===== config.mk =====
export PLATFORM = sky130hd
export DESIGN_NAME = sdp_ram_tile_arbiter
export DESIGN_NICKNAME = d
export VERILOG_FILES = /design/src/rtl/sdp_ram_tile_arbiter.sv
export SDC_FILE = /design/constraint.sdc
export NUM_CORES = 1
export LEC_CHECK = 0
export BUFFER_PORTS_ARGS = -buffer_cell sky130_fd_sc_hd__buf_2
export CAP_MARGIN = 20
export CORE_AREA = 8 8 84 86
export CTS_CLUSTER_DIAMETER = 200
export CTS_CLUSTER_SIZE = 16
export DETAILED_ROUTE_END_ITERATION = 8
export DIE_AREA = 0 0 92 94
export GPL_TIMING_DRIVEN = 0
export PLACE_DENSITY = 0.88
export SETUP_SLACK_MARGIN = 0.3
export SLEW_MARGIN = 20
export SYNTH_ARGS = -nofsm -noshare
export SYNTH_HDL_FRONTEND = slang
export SYNTH_SLANG_ARGS = --single-unit

===== constraint.sdc =====
create_clock -name clk -period 5.3 [get_ports clk]
set_input_delay 0.265 -clock clk [delete_from_list [all_inputs] [get_ports clk]]
set_output_delay 0.265 -clock clk [all_outputs]
set_load 0.01 [all_outputs]

===== src/rtl/sdp_ram_tile_arbiter.sv =====
// ---------------------------------------------------------------------------
// sdp_ram_tile_arbiter
// Shares one simple-dual-port RAM tile between two write clients and one
// read client. The single write port is granted round-robin. When the tile
// cannot tolerate a same-cycle read/write to one address, the read is held
// off (the write wins) and each such stalled cycle is counted in a
// saturating counter. A shift register of read enables re-times the read
// issue into a response-valid strobe aligned with the tile's read data.
//
// Ports
//   clk, rst_n                       clock, asynchronous active-low reset
//   wr{0,1}_valid/_addr/_data        write requests from client 0 / 1
//   wr{0,1}_ready                    write accepted this cycle
//   rd_valid/rd_addr, rd_ready       read request and acceptance
//   rsp_valid/rsp_data               read response (no backpressure)
//   ram_wr_en/_addr/_data            tile write port
//   ram_rd_en/_addr, ram_rd_data     tile read port
//   stall_count                      saturating count of collision stalls
// ---------------------------------------------------------------------------

// Requester-side obligations and arbiter invariants, observed in simulation.
module sdp_ram_tile_arbiter_chk #(
    parameter int WIDTH      = 32,
    parameter int DEPTH      = 512,
    parameter int ADDR_WIDTH = $clog2(DEPTH)
) (
    input logic                  clk,
    input logic                  rst_n,
    input logic                  wr0_valid,
    input logic [ADDR_WIDTH-1:0] wr0_addr,
    input logic [WIDTH-1:0]      wr0_data,
    input logic                  wr0_ready,
    input logic                  wr1_valid,
    input logic [ADDR_WIDTH-1:0] wr1_addr,
    input logic [WIDTH-1:0]      wr1_data,
    input logic                  wr1_ready,
    input logic                  rd_valid,
    input logic [ADDR_WIDTH-1:0] rd_addr,
    input logic                  rd_ready
);

    a_wr0_hold: assert property (@(posedge clk) disable iff (!rst_n)
        (wr0_valid && !wr0_ready) |=> (wr0_valid && $stable(wr0_addr) && $stable(wr0_data)));
    a_wr1_hold: assert property (@(posedge clk) disable iff (!rst_n)
        (wr1_valid && !wr1_ready) |=> (wr1_valid && $stable(wr1_addr) && $stable(wr1_data)));
    a_rd_hold: assert property (@(posedge clk) disable iff (!rst_n)
        (rd_valid && !rd_ready) |=> (rd_valid && $stable(rd_addr)));

    a_wr0_range: assert property (@(posedge clk) disable iff (!rst_n)
        wr0_valid |-> (int'(wr0_addr) < DEPTH));
    a_wr1_range: assert property (@(posedge clk) disable iff (!rst_n)
        wr1_valid |-> (int'(wr1_addr) < DEPTH));
    a_rd_range: assert property (@(posedge clk) disable iff (!rst_n)
        rd_valid |-> (int'(rd_addr) < DEPTH));

    a_wr0_rdy_needs_vld: assert property (@(posedge clk) disable iff (!rst_n)
        wr0_ready |-> wr0_valid);
    a_wr1_rdy_needs_vld: assert property (@(posedge clk) disable iff (!rst_n)
        wr1_ready |-> wr1_valid);
    a_one_grant: assert property (@(posedge clk) disable iff (!rst_n)
        !(wr0_ready && wr1_ready));

endmodule

module sdp_ram_tile_arbiter #(
    parameter int WIDTH                  = 32,
    parameter int DEPTH                  = 512,
    parameter int ADDR_WIDTH             = $clog2(DEPTH),
    parameter int RD_LATENCY             = 2,
    parameter int SUPPORTS_RW_COLLISIONS = 0,
    parameter int STALL_CNT_WIDTH        = 16
) (
    input  logic                       clk,
    input  logic                       rst_n,
    input  logic                       wr0_valid,
    input  logic [ADDR_WIDTH-1:0]      wr0_addr,
    input  logic [WIDTH-1:0]           wr0_data,
    output logic                       wr0_ready,
    input  logic                       wr1_valid,
    input  logic [ADDR_WIDTH-1:0]      wr1_addr,
    input  logic [WIDTH-1:0]           wr1_data,
    output logic                       wr1_ready,
    input  logic                       rd_valid,
    input  logic [ADDR_WIDTH-1:0]      rd_addr,
    output logic                       rd_ready,
    output logic                       rsp_valid,
    output logic [WIDTH-1:0]           rsp_data,
    output logic                       ram_wr_en,
    output logic [ADDR_WIDTH-1:0]      ram_wr_addr,
    output logic [WIDTH-1:0]           ram_wr_data,
    output logic                       ram_rd_en,
    output logic [ADDR_WIDTH-1:0]      ram_rd_addr,
    input  logic [WIDTH-1:0]           ram_rd_data,
    output logic [STALL_CNT_WIDTH-1:0] stall_count
);

    localparam logic [STALL_CNT_WIDTH-1:0] STALL_MAX = {STALL_CNT_WIDTH{1'b1}};
    localparam logic [STALL_CNT_WIDTH-1:0] STALL_ONE = STALL_CNT_WIDTH'(1'b1);

    // 1 = client 1 was granted most recently; resets to 1 so client 0 wins first.
    logic                       r_last_grant;
    logic [RD_LATENCY-1:0]      r_rd_pipe;
    logic [STALL_CNT_WIDTH-1:0] r_stall_cnt;

    logic                       w_gnt0;
    logic                       w_gnt1;
    logic                       w_wr_en;
    logic [ADDR_WIDTH-1:0]      w_wr_addr;
    logic [WIDTH-1:0]           w_wr_data;
    logic                       w_collide;
    logic                       w_rd_issue;

    // Round-robin grant: a lone requester always wins, a tie goes to the
    // client that was not granted last.
    always_comb begin
        w_gnt0 = 1'b0;
        w_gnt1 = 1'b0;
        if (wr0_valid && wr1_valid) begin
            if (r_last_grant) begin
                w_gnt0 = 1'b1;
            end else begin
                w_gnt1 = 1'b1;
            end
        end else begin
            w_gnt0 = wr0_valid;
            w_gnt1 = wr1_valid;
        end
    end

    // Write-port mux; client 0's fields are presented when nobody is granted.
    always_comb begin
        w_wr_en   = w_gnt0 | w_gnt1;
        w_wr_addr = wr0_addr;
        w_wr_data = wr0_data;
        if (w_gnt1) begin
            w_wr_addr = wr1_addr;
            w_wr_data = wr1_data;
        end else begin
            w_wr_addr = wr0_addr;
            w_wr_data = wr0_data;
        end
    end

    // Read issue: a same-address read is held off behind the write unless
    // the tile defines a collision result.
    always_comb begin
        w_collide = 1'b0;
        if (SUPPORTS_RW_COLLISIONS == 0) begin
            w_collide = rd_valid && w_wr_en && (rd_addr == w_wr_addr);
        end else begin
            w_collide = 1'b0;
        end
        w_rd_issue = rd_valid && !w_collide;
    end

    assign wr0_ready   = w_gnt0;
    assign wr1_ready   = w_gnt1;
    assign ram_wr_en   = w_wr_en;
    assign ram_wr_addr = w_wr_addr;
    assign ram_wr_data = w_wr_data;
    assign rd_ready    = w_rd_issue;
    assign ram_rd_en   = w_rd_issue;
    assign ram_rd_addr = rd_addr;
    assign rsp_valid   = r_rd_pipe[RD_LATENCY-1];
    assign rsp_data    = ram_rd_data;
    assign stall_count = r_stall_cnt;

    // Remember which client took the write port; hold when idle.
    always_ff @(posedge clk or negedge rst_n) begin
        if (!rst_n) begin
            r_last_grant <= 1'b1;
        end else if (w_gnt0) begin
            r_last_grant <= 1'b0;
        end else if (w_gnt1) begin
            r_last_grant <= 1'b1;
        end else begin
            r_last_grant <= r_last_grant;
        end
    end

    // Delay line of read issues; clearing it on reset drops in-flight reads.
    always_ff @(posedge clk or negedge rst_n) begin
        if (!rst_n) begin
            r_rd_pipe <= {RD_LATENCY{1'b0}};
        end else begin
            r_rd_pipe[0] <= w_rd_issue;
            for (int i = 1; i < RD_LATENCY; i++) begin
                r_rd_pipe[i] <= r_rd_pipe[i-1];
            end
        end
    end

    // Saturating count of cycles in which a read was stalled by a collision.
    always_ff @(posedge clk or negedge rst_n) begin
        if (!rst_n) begin
            r_stall_cnt <= {STALL_CNT_WIDTH{1'b0}};
        end else if (w_collide && (r_stall_cnt != STALL_MAX)) begin
            r_stall_cnt <= r_stall_cnt + STALL_ONE;
        end else begin
            r_stall_cnt <= r_stall_cnt;
        end
    end

    sdp_ram_tile_arbiter_chk #(
        .WIDTH      (WIDTH),
        .DEPTH      (DEPTH),
        .ADDR_WIDTH (ADDR_WIDTH)
    ) u_chk (
        .clk       (clk),
        .rst_n     (rst_n),
        .wr0_valid (wr0_valid),
        .wr0_addr  (wr0_addr),
        .wr0_data  (wr0_data),
        .wr0_ready (w_gnt0),
        .wr1_valid (wr1_valid),
        .wr1_addr  (wr1_addr),
        .wr1_data  (wr1_data),
        .wr1_ready (w_gnt1),
        .rd_valid  (rd_valid),
        .rd_addr   (rd_addr),
        .rd_ready  (w_rd_issue)
    );

endmodule


==> results of run 1 <==
-- synthesized netlist by cell type (all sizes together) (2+ instances only) --
| library cell | number | area, sq um |
|---|---|---|
| xor2 | 8 | 70.07 |
| nor4 | 2 | 27.53 |
| nand3 | 10 | 50.05 |
| inv | 3 | 11.26 |
| xnor2 | 17 | 148.9 |
| dfrtp | 18 | 450.4 |
| a21oi | 3 | 15.01 |
| mux2 | 43 | 488.0 |
| clkbuf | 3 | 11.26 |
| buf | 47 | 361.6 |
| nand2 | 6 | 22.52 |
| and2 | 2 | 12.51 |
| a21boi | 2 | 18.77 |
| nor2 | 3 | 11.26 |
| nand4 | 4 | 25.02 |
| and3 | 8 | 50.05 |
-- area by class of cell --
| class | count | area [sq um] |
|---|---|---|
| multi-input combinational | 119 | 1031 |
| inverter | 3 | 11.26 |
| antenna | 1 | 2.502 |
| timing repair buffer | 200 | 1006 |
| buffer | 50 | 372.9 |
| tap | 75 | 93.84 |
| fill | 520 | 2705 |
| sequential | 19 | 476.7 |
| clock buffer | 3 | 41.29 |
| clock inverter | 1 | 5.005 |
-- registers in the layout (all words and copies together), names as in the netlist --
register	cells
stall_count	16
r_rd_pipe	2
r_last_grant	1
-- kinds of logic after synthesis --
| family | Yosys count | share of synthesized area [%] |
|---|---|---|
| compound gates | 11 | 4.432 |
| xor+xnor | 25 | 11.57 |
| fa+ha+maj | 1 | 0.6613 |
| buf+inv | 53 | 20.30 |
| flops | 19 | 25.20 |
| mux | 43 | 25.79 |
| simple gates | 39 | 12.04 |
-- where the power goes --
part / total, uW / switching, uW / internal, uW
registers: 151 / 2.45 / 149
logic: 217 / 98.4 / 119
clock network: 97.2 / 45.1 / 52.2
total: 466 / 146 / 320
-- worst max-delay path by stage --
| stage | startpoint | to | slack [ps] | cells after the start |
|---|---|---|---|---|
| 6_report | r_last_grant | ram_wr_data[28] | 2450 | 6 |
| 5_1_grt | r_last_grant | ram_wr_data[16] | 2300 | 6 |
| 3_3_place_gp | wr0_valid | rd_ready | 2710 | 8 |
| 4_1_cts | r_last_grant | ram_wr_data[28] | 2400 | 6 |
| 2_1_floorplan | r_last_grant | rd_ready | 3070 | 7 |
| 3_5_place_dp | wr0_valid | ram_wr_data[28] | 2670 | 7 |
-- what timing repair did --
action,in CTS,in global routing
setup buffers,0,0
hold buffers,1,0
endpoints found under the hold margin,18,0
-- per-layer routing --
| layer | vias up | global-route usage (%) |
|---|---|---|
| li1 | 1029 | - |
| met1 | 953 | 17.72 |
| met2 | 108 | 32.18 |
| met3 | 6 | 6.075 |
| met4 | 0 | 3.490 |
| met5 | - | 0 |
-- cells in the final DEF, fill, tap and decap left out, types with 4 or more instances in the layout --
cell     Yosys  layout
and3_1       8       8
buf_2        1     200
buf_4       42      42
dfrtp_1     18      18
mux2_2      42      42
nand2_1      6       6
nand3_1     10      10
nand4_1      4       4
xnor2_1     17      17
xor2_1       8       8
-- per-stage QoR --
step,hold WS (ps),setup WS (ps),cells,total power (uW)
detailed placement,218.1,2666,465,373.1
CTS,209.9,2403,470,472.4
finish,211.3,2446,471,465.6
floorplan,-30.59,3066,191,271.8
global route,223.8,2304,470,495.6
global placement,210.8,2709,465,368.3
-- critical path, delay by kind of cell (launching register included) --
kind	cells	cell delay, ps
flip-flops	1	390
multiplexers	1	400
AO/OA/AOI/OAI	1	270
buffers and inverters	4	1280
==> metrics.cfg, run 1 <==
[cells_and_area]
fin_util_pct = 52.92
final_area_sq_mm = 0.003040
fin_nets = 525
area_delta_synth_final_pct = 60.71
drive_gt1_share_pct = 74.94

[worst_hold_path]
hold_class = in2reg
hp-start = wr0_valid
hold_end = r_last_grant
hold_depth = 2

[logic_synthesis]
yosysUniqueCellTypes = 35
ys.flop_type = dfrtp_1
synth_nets = 320
ys_seq_area_share_pct = 25.20
synth_edf_count = 0
syn_inst = 191
ys_seq_elements = 19
yosysWarnings = 0
syn_area_sq_mm = 0.001892
avgSynthCellArea_sq_um = 9.905
synthArstFlopShare_pct = 100.0

[sta]
final_hold_viol_count = 0
rsz0062_at_grt = false
drv_slew = 0
worstMarginPinSlew_ps = 556.1
max_freq_mhz = 350.4
relSlewSlack_pct = 62.93
fin_crit_ps = 2854
setup_violations = 0
min_period_over_period_pct = 53.85
fin_skew_ps = 4.055
tns_ps = 0

[critical_path]
crit_path_max_fanout = 10
rr_startpoint = r_last_grant
critPathArrivalTime_ps = 2590
cp.required_ps = 5040
reg2reg_slack_ps = 2800
critPathLaunchType = flop
path_cells = a21boi_2, buf_6, clkbuf_1, buf_1, mux2_2, buf_2
timing.rr.end = stall_count[13]
critical_path_class = reg2out
cp-end-kind = output pin
cp_slowest_cell = buf_1
reg2reg_depth = 9
slowest_delay_ps = 480

[route]
postRouteAntennaNets = 0
met2_length_um = 4555
via_count = 2096
drt_first_pass_iters = 4
viasPerCell = 4.450
highest_layer = met4
route.met3.wl_um = 712
wl_met1_um = 2887
wl_per_cell_um = 17.42
drtIter0Drc = 26
drcViolationCount = 0
routed_wirelength_um = 8206

[clock_tree]
cts_buffers = 3
cts.repair.resized = 0
clock_path_buffers = 2
worstSkewPairLatency_ps = 250
ctsHtreeMaxLevel = 1
cts-root-buf = clkbuf_8
cts_tree = built
clkTransAtPathRegs_ps = 60
clock_sinks = 19

[grt]
grt-ovfl-total = 0
grt_max_degree = 20
grt_use_total_pct = 17.07
antenna_found_initial = 0
grt_pass1_wl_um = 11910
grt_pass1_vias = 2269

[die]
fp.dieW_um = 92
rows = 28
io_pins = 232
initial_core_util_pct = 32.93
die_h_um = 94
core_sq_mm = 0.005746
die_area_sq_mm = 0.008648

[pwr]
power_leakage_uw = 0.001701
p_per_area_mw_per_mm2 = 153.1
ir_drop_mv = 0.09608

[placement]
routabilityCongestion = 0.8604
placed_cell_area_sq_mm = 0.002982
numPortBuffers = 199
hpwl_um = 7477

[outcome]
outcome = finished, final reports clean

[flow_run]
cap_violations = 0

No activity file was read; power rests on OpenSTA's default activity.
==> run 2, diff against run 1 <==
--- a/config.mk
+++ b/config.mk
@@ -7,13 +7,13 @@
 export LEC_CHECK = 0
 export BUFFER_PORTS_ARGS = -buffer_cell sky130_fd_sc_hd__buf_2
 export CAP_MARGIN = 20
-export CORE_AREA = 8 8 84 86
+export CORE_MARGIN = 8
+export CORE_UTILIZATION = 33
 export CTS_CLUSTER_DIAMETER = 200
 export CTS_CLUSTER_SIZE = 16
 export DETAILED_ROUTE_END_ITERATION = 8
-export DIE_AREA = 0 0 92 94
 export GPL_TIMING_DRIVEN = 0
-export PLACE_DENSITY = 0.88
+export PLACE_DENSITY = 0.87
 export SETUP_SLACK_MARGIN = 0.3
 export SLEW_MARGIN = 20
 export SYNTH_ARGS = -nofsm -noshare
==> constraint.sdc (replaced) <==
create_clock -name clk -period 2.75 [get_ports clk]
set_input_delay 0.1375 -clock clk [delete_from_list [all_inputs] [get_ports clk]]
set_output_delay 0.1375 -clock clk [all_outputs]
set_load 0.01 [all_outputs]
==> metrics.cfg, run 2 (synthesis gave the netlist of run 1 again) <==
[pwr]
p_per_area_mw_per_mm2 = 296.4
p_int_uw = 621.5
p_seq_share_pct = 32.1
power_frac_clock_pct = 21.0
ir_drop_mv = 0.1543
switching_share_pct = 31.49
p_switching_uw = 285.7
power_leakage_uw = 0.001720
combPwrFrac_pct = 46.9

[critical_path]
critPathArrivalTime_ps = 2500
crit_path_max_fanout = 10
cp.required_ps = 2890
critical_path_class = reg2reg
cp-end-kind = flop
critPathLaunchType = flop
reg2reg_depth = 9
rr_startpoint = r_last_grant
worstSetupStartpoint = r_last_grant

[grt]
antenna_found_initial = 0
grt_pass1_vias = 2364
grt_use_total_pct = 18.43
grt_pass1_wl_um = 12600
grt_max_degree = 20
grt-ovfl-total = 0

[die]
io_pins = 232
die_h_um = 91.72
fp.dieW_um = 91.72
initial_core_util_pct = 34.36
die_area_sq_mm = 0.008412
core_sq_mm = 0.005507
rows = 27

[route]
wl_per_cell_um = 18.01
drt_first_pass_iters = 4
drcViolationCount = 0
routed_wirelength_um = 8428
viasPerCell = 4.560
postRouteAntennaNets = 0
via_count = 2134
drtIter0Drc = 84

[clock_tree]
worstSkewPairLatency_ps = 250
ctsHtreeMaxLevel = 1
cts_tree = built
clock_path_buffers = 2
cts_buffers = 3
clock_sinks = 19
clkTransAtPathRegs_ps = 70
cts-root-buf = clkbuf_8

[sta]
rsz0062_at_grt = true
setup_violations = 0
fin_crit_ps = 2362
hold_slack_ps = 100.1
tns_ps = 0
fin_skew_ps = 0.6010
setup_ws_ps = 387.6
relSlewSlack_pct = 62.97
drv_slew = 0
max_freq_mhz = 423.3
min_period_over_period_pct = 85.91
final_hold_viol_count = 0
worstMarginPinSlew_ps = 555.5

[worst_hold_path]
hold_class = in2reg
hp-start = wr0_valid
hold_depth = 2

[placement]
dp.cells = 462
numPortBuffers = 199
dp_worst_setup_slack_ps = 304.8
hpwl_um = 7529
routabilityCongestion = 0.8661

[cells_and_area]
layout_common_cells = buf_2 (201), buf_4 (43), mux2_2 (42)
num_antenna_cells = 0
drive_gt1_share_pct = 76.01
fin_nets = 526
largest_reg_flops = 16
finalNonFillerCells = 468
area_delta_synth_final_pct = 61.77
fillers = 493
layout_commonest_cell = buf_2

[outcome]
outcome = finished, final reports clean

[flow_run]
cap_violations = 0

## run 2: power groups by stage
| stage | Clock [uW] | Combinational (uW) | Sequential, uW |
|---|---|---|---|
| after global placement | 0 | 416 | 295 |
| after floorplan | 0 | 227 | 296 |
| after detailed placement | 0 | 425 | 296 |
| after CTS | 192 | 432 | 291 |
| after global routing | 199 | 461 | 292 |
| final | 190 | 425 | 291 |
## run 2: cell type report
| cell class | instances | area [sq um] | area share (%) |
|---|---|---|---|
| Multi-Input combinational cell | 119 | 1047 | 34.22 |
| Timing Repair Buffer | 201 | 1013 | 33.12 |
| Sequential cell | 19 | 476.7 | 15.58 |
| Buffer | 50 | 376.6 | 12.31 |
| Tap cell | 72 | 90.09 | 2.944 |
| Clock buffer | 4 | 45.04 | 1.472 |
| Inverter | 3 | 11.26 | 0.3679 |
## run 2: metrics by stage
step           total power, uW  instance area, sq um  util [%]
2_1_floorplan            523.9                  1892         -
3_3_place_gp             711.9                  2978     54.08
3_5_place_dp             721.1                  2978     54.08
4_1_cts                  915.0                  3053     55.44
5_1_grt                  951.9                  3060     55.58
6_report                 907.2                  3060     55.58
## run 2: worst paths after layout
| path | end | slack [ps] |
|---|---|---|
| min in group asynchronous | stall_count[1] | 350 |
| setup / recovery | stall_count[8] | 390 |
| setup reg to reg | stall_count[8] | 390 |
| max in group asynchronous | r_last_grant | 2070 |
| hold reg to reg | r_rd_pipe[1] | 350 |
| hold / removal | r_last_grant | 100 |
## run 2: timing repair
item                                   CTS  global route
buffers inserted                         0             1
endpoints found under the hold margin   18             0
resized for setup                        7             0
setup endpoints to repair               24             6
gates cloned                             0             0
hold buffers                             1             0
pin swaps                                1             0
## run 2: worst max-delay path, cell delays in order, from the launching register on
cell	delay, ps
dfstp_2	390
a21boi_4	220
mux2_2	370
xor2_1	180
nor4_4	360
and3_1	220
buf_6	130
buf_8	130
nand3_1	100
xnor2_1	140
## run 2: routing by layer
layer / up-vias / GRT usage (%) / share of wire, %
li1: 1032 / - / -
met1: 966 / 17.26 / 32
met2: 120 / 36.07 / 55
met3: 16 / 7.661 / 11
met4: 0 / 4.161 / 1.5
met5: - / 0 / 0
